--- src/rtl/dma_channel_regfile.sv ---
// dma_channel_regfile: NCH-channel DMA address/count register file.
// Host access is 8-bit wide through a byte pointer shared by all channels.
module dma_channel_regfile #(
  parameter int NCH = 4,
  parameter int AW  = 16,
  parameter int CW  = 16,
  parameter int CHW = (NCH > 1) ? $clog2(NCH) : 1
) (
  input  logic           CLK,
  input  logic           RESET_N,
  input  logic           CS_N,
  input  logic           IOR_N,
  input  logic           IOW_N,
  input  logic [3:0]     A,
  input  logic [CHW-1:0] CH_SEL,
  input  logic [7:0]     DB_IN,
  output logic [7:0]     DB_OUT,
  input  logic           PROG_EN,
  input  logic           STEP,
  input  logic [CHW-1:0] STEP_CH,
  output logic [AW-1:0]  DMA_ADDR,
  output logic [1:0]     XFER_TYPE,
  output logic           TC,
  output logic [NCH-1:0] MASK,
  output logic [NCH-1:0] SW_REQ
);
  localparam logic [2:0] AB = 3'(AW / 8);
  localparam logic [2:0] CB = 3'(CW / 8);

  logic [AW-1:0]  ba_q [NCH], ba_d [NCH];
  logic [AW-1:0]  ca_q [NCH], ca_d [NCH];
  logic [CW-1:0]  bc_q [NCH], bc_d [NCH];
  logic [CW-1:0]  cc_q [NCH], cc_d [NCH];
  logic [7:0]     md_q [NCH], md_d [NCH];
  logic           dis_q, dis_d;
  logic [NCH-1:0] tcf_q, tcf_d;
  logic [NCH-1:0] req_q, req_d;
  logic [NCH-1:0] mask_q, mask_d;
  logic [2:0]     bp_q, bp_d;
  logic           tc_q, tc_d;
  logic           ior_q, iow_q;

  logic           wr, rd_rel, step_go;
  logic [2:0]     nb, bidx, bnext;
  logic [AW-1:0]  na;
  logic [CW-1:0]  nc;
  logic [7:0]     status;

  assign wr      = !CS_N && PROG_EN && !IOW_N && iow_q;
  assign rd_rel  = !CS_N && IOR_N && !ior_q;
  assign step_go = STEP && !dis_q;

  // Out-of-range pointer restarts the access at byte 0.
  always_comb begin
    nb    = (A == 4'd1) ? CB : AB;
    bidx  = (bp_q >= nb) ? 3'd0 : bp_q;
    bnext = (bidx + 3'd1 == nb) ? 3'd0 : bidx + 3'd1;
  end

  always_comb begin
    status = '0;
    for (int i = 0; i < NCH; i++) begin
      status[i]     = tcf_q[i];
      status[4 + i] = req_q[i];
    end
  end

  always_comb begin
    DB_OUT = '0;
    if (!CS_N && !IOR_N) begin
      case (A)
        4'd0:
          for (int b = 0; b < AW / 8; b++)
            if (3'(b) == bidx) DB_OUT = ca_q[CH_SEL][8*b +: 8];
        4'd1:
          for (int b = 0; b < CW / 8; b++)
            if (3'(b) == bidx) DB_OUT = cc_q[CH_SEL][8*b +: 8];
        4'd2:    DB_OUT = md_q[CH_SEL];
        4'd3:    DB_OUT = status;
        default: DB_OUT = '0;
      endcase
    end
  end

  always_comb begin
    ba_d   = ba_q;
    ca_d   = ca_q;
    bc_d   = bc_q;
    cc_d   = cc_q;
    md_d   = md_q;
    dis_d  = dis_q;
    tcf_d  = tcf_q;
    req_d  = req_q;
    mask_d = mask_q;
    bp_d   = bp_q;
    tc_d   = 1'b0;
    na     = '0;
    nc     = '0;
    // Clear first so a terminal count in the same cycle survives.
    if (rd_rel && A == 4'd3) tcf_d = '0;
    if (step_go) begin
      na = md_q[STEP_CH][0] ? ca_q[STEP_CH] - AW'(1)
                            : ca_q[STEP_CH] + AW'(1);
      nc = cc_q[STEP_CH] - CW'(1);
      if (cc_q[STEP_CH] == '0) begin
        tc_d           = 1'b1;
        tcf_d[STEP_CH] = 1'b1;
        req_d[STEP_CH] = 1'b0;
        if (md_q[STEP_CH][1]) begin
          na = ba_q[STEP_CH];
          nc = bc_q[STEP_CH];
        end else begin
          mask_d[STEP_CH] = 1'b1;
        end
      end
      if (!(wr && A == 4'd0 && CH_SEL == STEP_CH)) ca_d[STEP_CH] = na;
      if (!(wr && A == 4'd1 && CH_SEL == STEP_CH)) cc_d[STEP_CH] = nc;
    end
    if (wr) begin
      case (A)
        4'd0:
          for (int b = 0; b < AW / 8; b++)
            if (3'(b) == bidx) begin
              ba_d[CH_SEL][8*b +: 8] = DB_IN;
              ca_d[CH_SEL][8*b +: 8] = DB_IN;
            end
        4'd1:
          for (int b = 0; b < CW / 8; b++)
            if (3'(b) == bidx) begin
              bc_d[CH_SEL][8*b +: 8] = DB_IN;
              cc_d[CH_SEL][8*b +: 8] = DB_IN;
            end
        4'd2:    md_d[CH_SEL]   = DB_IN;
        4'd3:    dis_d          = DB_IN[0];
        4'd4:    req_d[CH_SEL]  = DB_IN[0];
        4'd5:    mask_d[CH_SEL] = DB_IN[0];
        4'd6:    mask_d         = DB_IN[NCH-1:0];
        4'd7:    bp_d           = '0;
        default: ;
      endcase
    end
    if ((wr || rd_rel) && (A == 4'd0 || A == 4'd1)) bp_d = bnext;
    if (wr && A == 4'd8) begin
      ba_d   = '{default: '0};
      ca_d   = '{default: '0};
      bc_d   = '{default: '0};
      cc_d   = '{default: '0};
      md_d   = '{default: '0};
      dis_d  = 1'b0;
      tcf_d  = '0;
      req_d  = '0;
      mask_d = '1;
      bp_d   = '0;
      tc_d   = 1'b0;
    end
  end

  always_ff @(posedge CLK or negedge RESET_N) begin
    if (!RESET_N) begin
      ba_q   <= '{default: '0};
      ca_q   <= '{default: '0};
      bc_q   <= '{default: '0};
      cc_q   <= '{default: '0};
      md_q   <= '{default: '0};
      dis_q  <= 1'b0;
      tcf_q  <= '0;
      req_q  <= '0;
      mask_q <= '1;
      bp_q   <= '0;
      tc_q   <= 1'b0;
      ior_q  <= 1'b1;
      iow_q  <= 1'b1;
    end else begin
      ba_q   <= ba_d;
      ca_q   <= ca_d;
      bc_q   <= bc_d;
      cc_q   <= cc_d;
      md_q   <= md_d;
      dis_q  <= dis_d;
      tcf_q  <= tcf_d;
      req_q  <= req_d;
      mask_q <= mask_d;
      bp_q   <= bp_d;
      tc_q   <= tc_d;
      ior_q  <= IOR_N;
      iow_q  <= IOW_N;
    end
  end

  assign DMA_ADDR  = ca_q[STEP_CH];
  assign XFER_TYPE = md_q[STEP_CH][3:2];
  assign TC        = tc_q;
  assign MASK      = mask_q;
  assign SW_REQ    = req_q;
endmodule
--- config.mk ---
export PLATFORM = sky130hd
export DESIGN_NAME = dma_channel_regfile
export DESIGN_NICKNAME = d
export VERILOG_FILES = /design/src/rtl/dma_channel_regfile.sv
export SDC_FILE = /design/constraint.sdc
export NUM_CORES = 1
export LEC_CHECK = 0
export CELL_PAD_IN_SITES_DETAIL_PLACEMENT = 2
export CELL_PAD_IN_SITES_GLOBAL_PLACEMENT = 2
export CORE_MARGIN = 2
export CORE_UTILIZATION = 40
export DETAILED_ROUTE_END_ITERATION = 10
export GPL_TIMING_DRIVEN = 0
export PLACE_DENSITY_LB_ADDON = 0.1
export SETUP_SLACK_MARGIN = 0.4
export SLEW_MARGIN = 20
export SYNTH_ARGS = -nofsm -noshare
export SYNTH_HDL_FRONTEND = slang
export SYNTH_SLANG_ARGS = --single-unit
export TNS_END_PERCENT = 100
--- constraint.sdc ---
create_clock -name CLK -period 7.2 [get_ports CLK]
set_clock_uncertainty 0.1 [all_clocks]
set_input_delay 1.8 -clock CLK [delete_from_list [all_inputs] [get_ports CLK]]
set_output_delay 1.8 -clock CLK [all_outputs]
set_load 0.01 [all_outputs]
* Word level (Yosys, flattened, before mapping)
Cells that the tools add are included.
W data, S select, Z words.
** Operators by class
- $add $sub $neg :: 4
- Multiply operators :: 0
- Div/mod/pow operators :: 0
- Order comparisons :: 9
- Equality and inequality tests :: 11
- Shifts and indexed selects :: 0
- Mux-type cells :: 124
- Bitwise logic cells :: 6
- Reductions and logical operators :: 40
** Operators with widths (count)
- $mux W64 :: 32
- $bwmux W64 :: 10
- $mux W16 :: 21
- $bmux W16 S2 :: 6
- $demux W16 S2 :: 3
- $mux W32 :: 3
- $mux W8 :: 9
- $mux W4 :: 16
- $bmux W8 S2 :: 2
- $bwmux W32 :: 1
- $pmux W8 S4 :: 1
- $sub A16 B1 Y16 const B :: 2
- $logic_and A1 B1 Y1 :: 18
- $mux W3 :: 6
- $add A16 B1 Y16 const B :: 1
- $demux W8 S2 :: 1
- $eq A4 B3 Y1 const B :: 4
- $logic_not A16 Y1 :: 1
- $reduce_and A2 Y1 :: 5
- $reduce_bool A2 Y1 :: 5
- $bwmux W4 :: 2
- $eq A4 B2 Y1 const B :: 2
- $mux W1 :: 8
- $or A4 B4 Y4 :: 2
- other kinds (21) :: 33
** Storage, ports and cells
- Register bits :: 307
- Latch bits :: 0
- Memory bits (writable) :: 0
- Bits in read-only memories :: 0
- Output and inout port bits :: 35
- Memories kept :: 0

* Depth between registers and ports, before layout
- Depth in word-level cells :: 21
- Depth in mapped cells :: 17
- Gate-level depth less buffers :: 10

* Worst setup path after synthesis
No wires, ideal clock.
- Path type :: input-to-reg
- Start point :: in STEP_CH[0]
- End point :: reg ca_q[13] (netlist bit)
- Data arrival time :: 6.229 ns
- Setup slack :: 0.785 ns
- Stages on the path :: 16
- Path buffers :: 7
- Cells stage by stage :: buf_4 -> buf_6 -> buf_2 -> buf_2 -> buf_2 -> buf_2 -> buf_2 -> mux4_2 -> ha_1 -> a211o_1 -> a2111oi_0 -> o21ai_0 -> a221oi_1 -> mux2i_1 -> nor3_1 -> nor3_1
** RTL lines
- start, declared :: RTL line 20 : input logic [CHW-1:0] STEP_CH,
- end signal, assigned :: RTL line 161 : ca_q <= '{default: '0};
- end signal, assigned :: RTL line 175 : ca_q <= ca_d;
- end, declared :: RTL line 31 : logic [AW-1:0] ca_q [NCH], ca_d [NCH];

* Worst setup path after layout
- Start point :: in STEP_CH[1]
- End point :: out DMA_ADDR[10]
** Between the ends
- Cells in the longest elaborated chain, start to end :: 4
** RTL lines
- $not A2 Y3 (implied by the code) :: RTL line 190 : assign DMA_ADDR = ca_q[STEP_CH];
- $bmux W16 S2 :: RTL line 190
- $mux W16 (implied by the code) (2 in a row) :: RTL line 190
- end, declared :: RTL line 21 : output logic [AW-1:0] DMA_ADDR,
Every way passes these cells. The select of a mux whose other input is x is not followed.

==> flow_summary.json <==
{
  "worstPathArrival_ps": 4900,
  "design.core.area_mm2": 0.0443,
  "setup_ws_ps": 403,
  "drtIter0Drc": 2139,
  "detail-route-antenna-nets": 0,
  "async_reset_ff_frac": 1.00,
  "via_per_inst": 6.77,
  "critPathKind": "input port to primary output",
  "critPathBufInv": 7,
  "netlist_instances": 1951,
  "routed.top_layer": "met5",
  "drt_pass1_iterations": 5,
  "antenna_found_initial": 4,
  "antenna_cells": 0,
  "grt_usage": 0.398,
  "grt_max_degree": 93,
  "ys_types": 62,
  "cts_buffer_depth": 3,
  "cp_max_fo": 10,
  "power.density_mw_per_mm2": 311,
  "max_freq_mhz": 147,
  "io_pins": 58,
  "fin_area_mm2": 0.0207,
  "clock_latency_ps": 590,
  "cts_tree": "done",
  "cts_setup_buffers": 0,
  "cap_violations": 0,
  "drive_above_1_share": 0.109,
  "slowest_stage": "clkdlybuf4s50_1",
  "cpPeakStageDelay_ps": 520,
  "endpoint_kind": "primary output",
  "fp.dieW_um": 216,
  "initial_core_util": 0.407,
  "preCtsSetupSlack_ps": -1690,
  "wl_met2_mm": 40.2,
  "synth.avg_cell_area_um2": 9.24,
  "cts_made_buffers": 39,
  "ys_ff_latch": 307,
  "wl_per_cell_um": 34.7,
  "hpwl_mm": 67.3,
  "io_buffers": 48,
  "gp_congestion": 0.971,
  "worst_hold_path_type": "register to register",
  "cts.htree.levels": 2,
  "drc_errors": 0,
  "grt_pass1_wl_mm": 134,
  "cts_root_buffer": "clkbuf_16",
  "slew_viol_final": 0,
  "rows": 77,
  "cts.clk_slew.worst_paths_ps": 60,
  "fin_nets": 2091,
  "area_delta_synth_final_pct": 14.7,
  "setup_violations": 0,
  "cts_num_sinks": 307,
  "yosysWarnings": 0,
  "die_area_mm2": 0.0468,
  "synth.top_cell.area_share": 0.418,
  "cts-hold-fix-buffers": 0,
  "vdd_drop_max_mv": 0.174,
  "period_needed_ps": 6800,
  "fp.dieH_um": 216,
  "drt-total-wl_mm": 92.6,
  "synth_top_cell_by_area": "dfrtp_1",
  "dpl_cell_area_mm2": 0.0194,
  "synth.most_common_cell": "nand2_1",
  "synth.top_cells.by_count": "nand2_1 (391), a21oi_1 (311), dfrtp_1 (301)",
  "wl_met1_mm": 39.5,
  "status": "finished, final reports clean",
  "mappedNetlistArea_mm2": 0.0180,
  "ys.flop_type": "dfrtp_1",
  "cpLargestDelayFamily": "buffers and inverters",
  "synth-seq-area-share": 0.426,
  "p_leak_nw": 8.44,
  "max-slew-margin-rel": 0.206,
  "start_kind": "input port",
  "wl_met3_mm": 9.52,
  "grt_pass1_vias": 18800,
  "period_share": 0.944,
  "synth_edf_count": 0,
  "overflow": 0,
  "synth_area_leaders": "dfrtp_1 (42%), mux4_2 (14%), a21oi_1 (8.6%)",
  "rsz0062_at_grt": "false",
  "worstPathCellList": "buf_2 -> buf_4 -> buf_4 -> buf_2 -> clkbuf_4 -> clkbuf_4 -> mux4_2 -> clkdlybuf4s50_1",
  "cp.required_ps": 5300,
  "num_vias": 18100,
  "nFillCells": 4803,
  "tightest_slew_ps": 1190,
  "finalHoldViolations": 0
}
area by class of cell:
| cell class | count | area, um2 | area share |
|---|---|---|---|
| repair buffers | 53 | 583 | 0.0282 |
| inverters | 14 | 52.6 | 0.00254 |
| clock buffers | 62 | 1130 | 0.0547 |
| multi-input cells | 1464 | 9660 | 0.467 |
| flip-flops and latches | 307 | 7690 | 0.372 |
| well taps | 592 | 741 | 0.0358 |
| plain buffers | 168 | 724 | 0.0350 |
| clock inverters | 8 | 113 | 0.00544 |
flip-flops by register name (all words and copies together) (netlist names), 4 cells and up:
signal	flops
ca_q	64
ba_q	64
md_q	32
cc_q	64
MASK	4
tcf_q	4
bc_q	64
SW_REQ	4
routing by layer:
layer | GRT usage | vias up
met1 | 0.571 | 9555
li1 | - | 7296
met3 | 0.0959 | 200
met4 | 0.138 | 4
met2 | 0.590 | 1009
met5 | 0 | -
where the power goes:
part / internal, mW / total [mW] / switching [mW]
sequential: 2.06 / 2.35 / 0.287
combinational: 0.865 / 2.08 / 1.22
clock: 1.15 / 2.00 / 0.849
total: 4.08 / 6.44 / 2.35
path summary, 6_finish.rpt:
path	from	end	slack (ps)	cells past startpoint
max	STEP_CH[1]	DMA_ADDR[10]	400	8
min	bp_q[0]$_DFFE_PN0P_	bp_q[0]$_DFFE_PN0P_	420	1
max reg2reg	cc_q[0]$_DFF_PN0_	cc_q[20]$_DFF_PN0_	2640	10
min reg2reg	bp_q[0]$_DFFE_PN0P_	bp_q[0]$_DFFE_PN0P_	420	1
max in group asynchronous	RESET_N	ba_q[53]$_DFFE_PN0P_	4710	3
min in group asynchronous	RESET_N	cc_q[51]$_DFF_PN0_	1010	1
placed cells by master, fill, tap and decap left out, types with 5 or more instances in the layout:
| cell | netlist | layout |
|---|---|---|
| nand2_1 | 391 | 391 |
| a21oi_1 | 311 | 311 |
| dfrtp_1 | 301 | 301 |
| clkbuf_1 | 130 | 140 |
| o21ai_0 | 119 | 119 |
| mux4_2 | 115 | 115 |
| nor2_1 | 89 | 88 |
| nand3_1 | 71 | 71 |
| clkdlybuf4s50_1 | 0 | 47 |
| nor3_1 | 46 | 44 |
| clkbuf_16 | 0 | 39 |
| a31oi_1 | 30 | 30 |
| or3_1 | 26 | 26 |
| ha_1 | 20 | 20 |
| mux2i_1 | 20 | 19 |
| o31ai_1 | 18 | 18 |
| a22o_1 | 18 | 18 |
| o211ai_1 | 17 | 17 |
| and3_1 | 15 | 15 |
| buf_1 | 24 | 15 |
| inv_1 | 14 | 14 |
| a21o_1 | 12 | 12 |
| xnor2_1 | 12 | 12 |
| and2_1 | 12 | 12 |
| a211oi_1 | 11 | 11 |
| nand4_1 | 11 | 11 |
| buf_2 | 12 | 10 |
| nor2b_1 | 10 | 10 |
| nor4_1 | 8 | 8 |
| nand2b_1 | 8 | 8 |
| buf_4 | 1 | 7 |
| or4_1 | 7 | 7 |
| o21a_1 | 7 | 7 |
| clkbuf_8 | 0 | 7 |
| dfstp_2 | 6 | 6 |
| buf_6 | 1 | 5 |
| clkbuf_2 | 0 | 5 |
| a211o_1 | 5 | 5 |
| xor2_1 | 5 | 5 |
logic make-up after synthesis:
family / Yosys count / share of synthesized area
AOI/OAI and AO/OA: 575 / 0.181
xor gates and xnor gates: 17 / 0.00826
adders and majority gates: 21 / 0.0150
buffers and inverters: 182 / 0.0393
DFF: 307 / 0.426
muxes: 138 / 0.157
other: 2 / 0.000416
and+or+nand+nor: 709 / 0.173
repair_timing:
action                     CTS  global route
setup endpoints to repair   80            27
resized for setup           36             9
pin swaps                    0             0
through the flow:
step / total power, mW / utilization / hold slack, ps / instances / TNS [ps]
after floorplan: 3.57 / - / 362 / 1953 / 0
after global placement: 4.24 / 0.435 / 382 / 2593 / -3132730
after detailed placement: 4.35 / 0.437 / 399 / 2598 / -95370
after CTS: 6.35 / 0.467 / 415 / 2668 / 0
after global routing: 6.65 / 0.467 / 438 / 2668 / 0
final: 6.44 / 0.467 / 420 / 2668 / 0
Note: power is estimated with default switching activity, not from simulation.
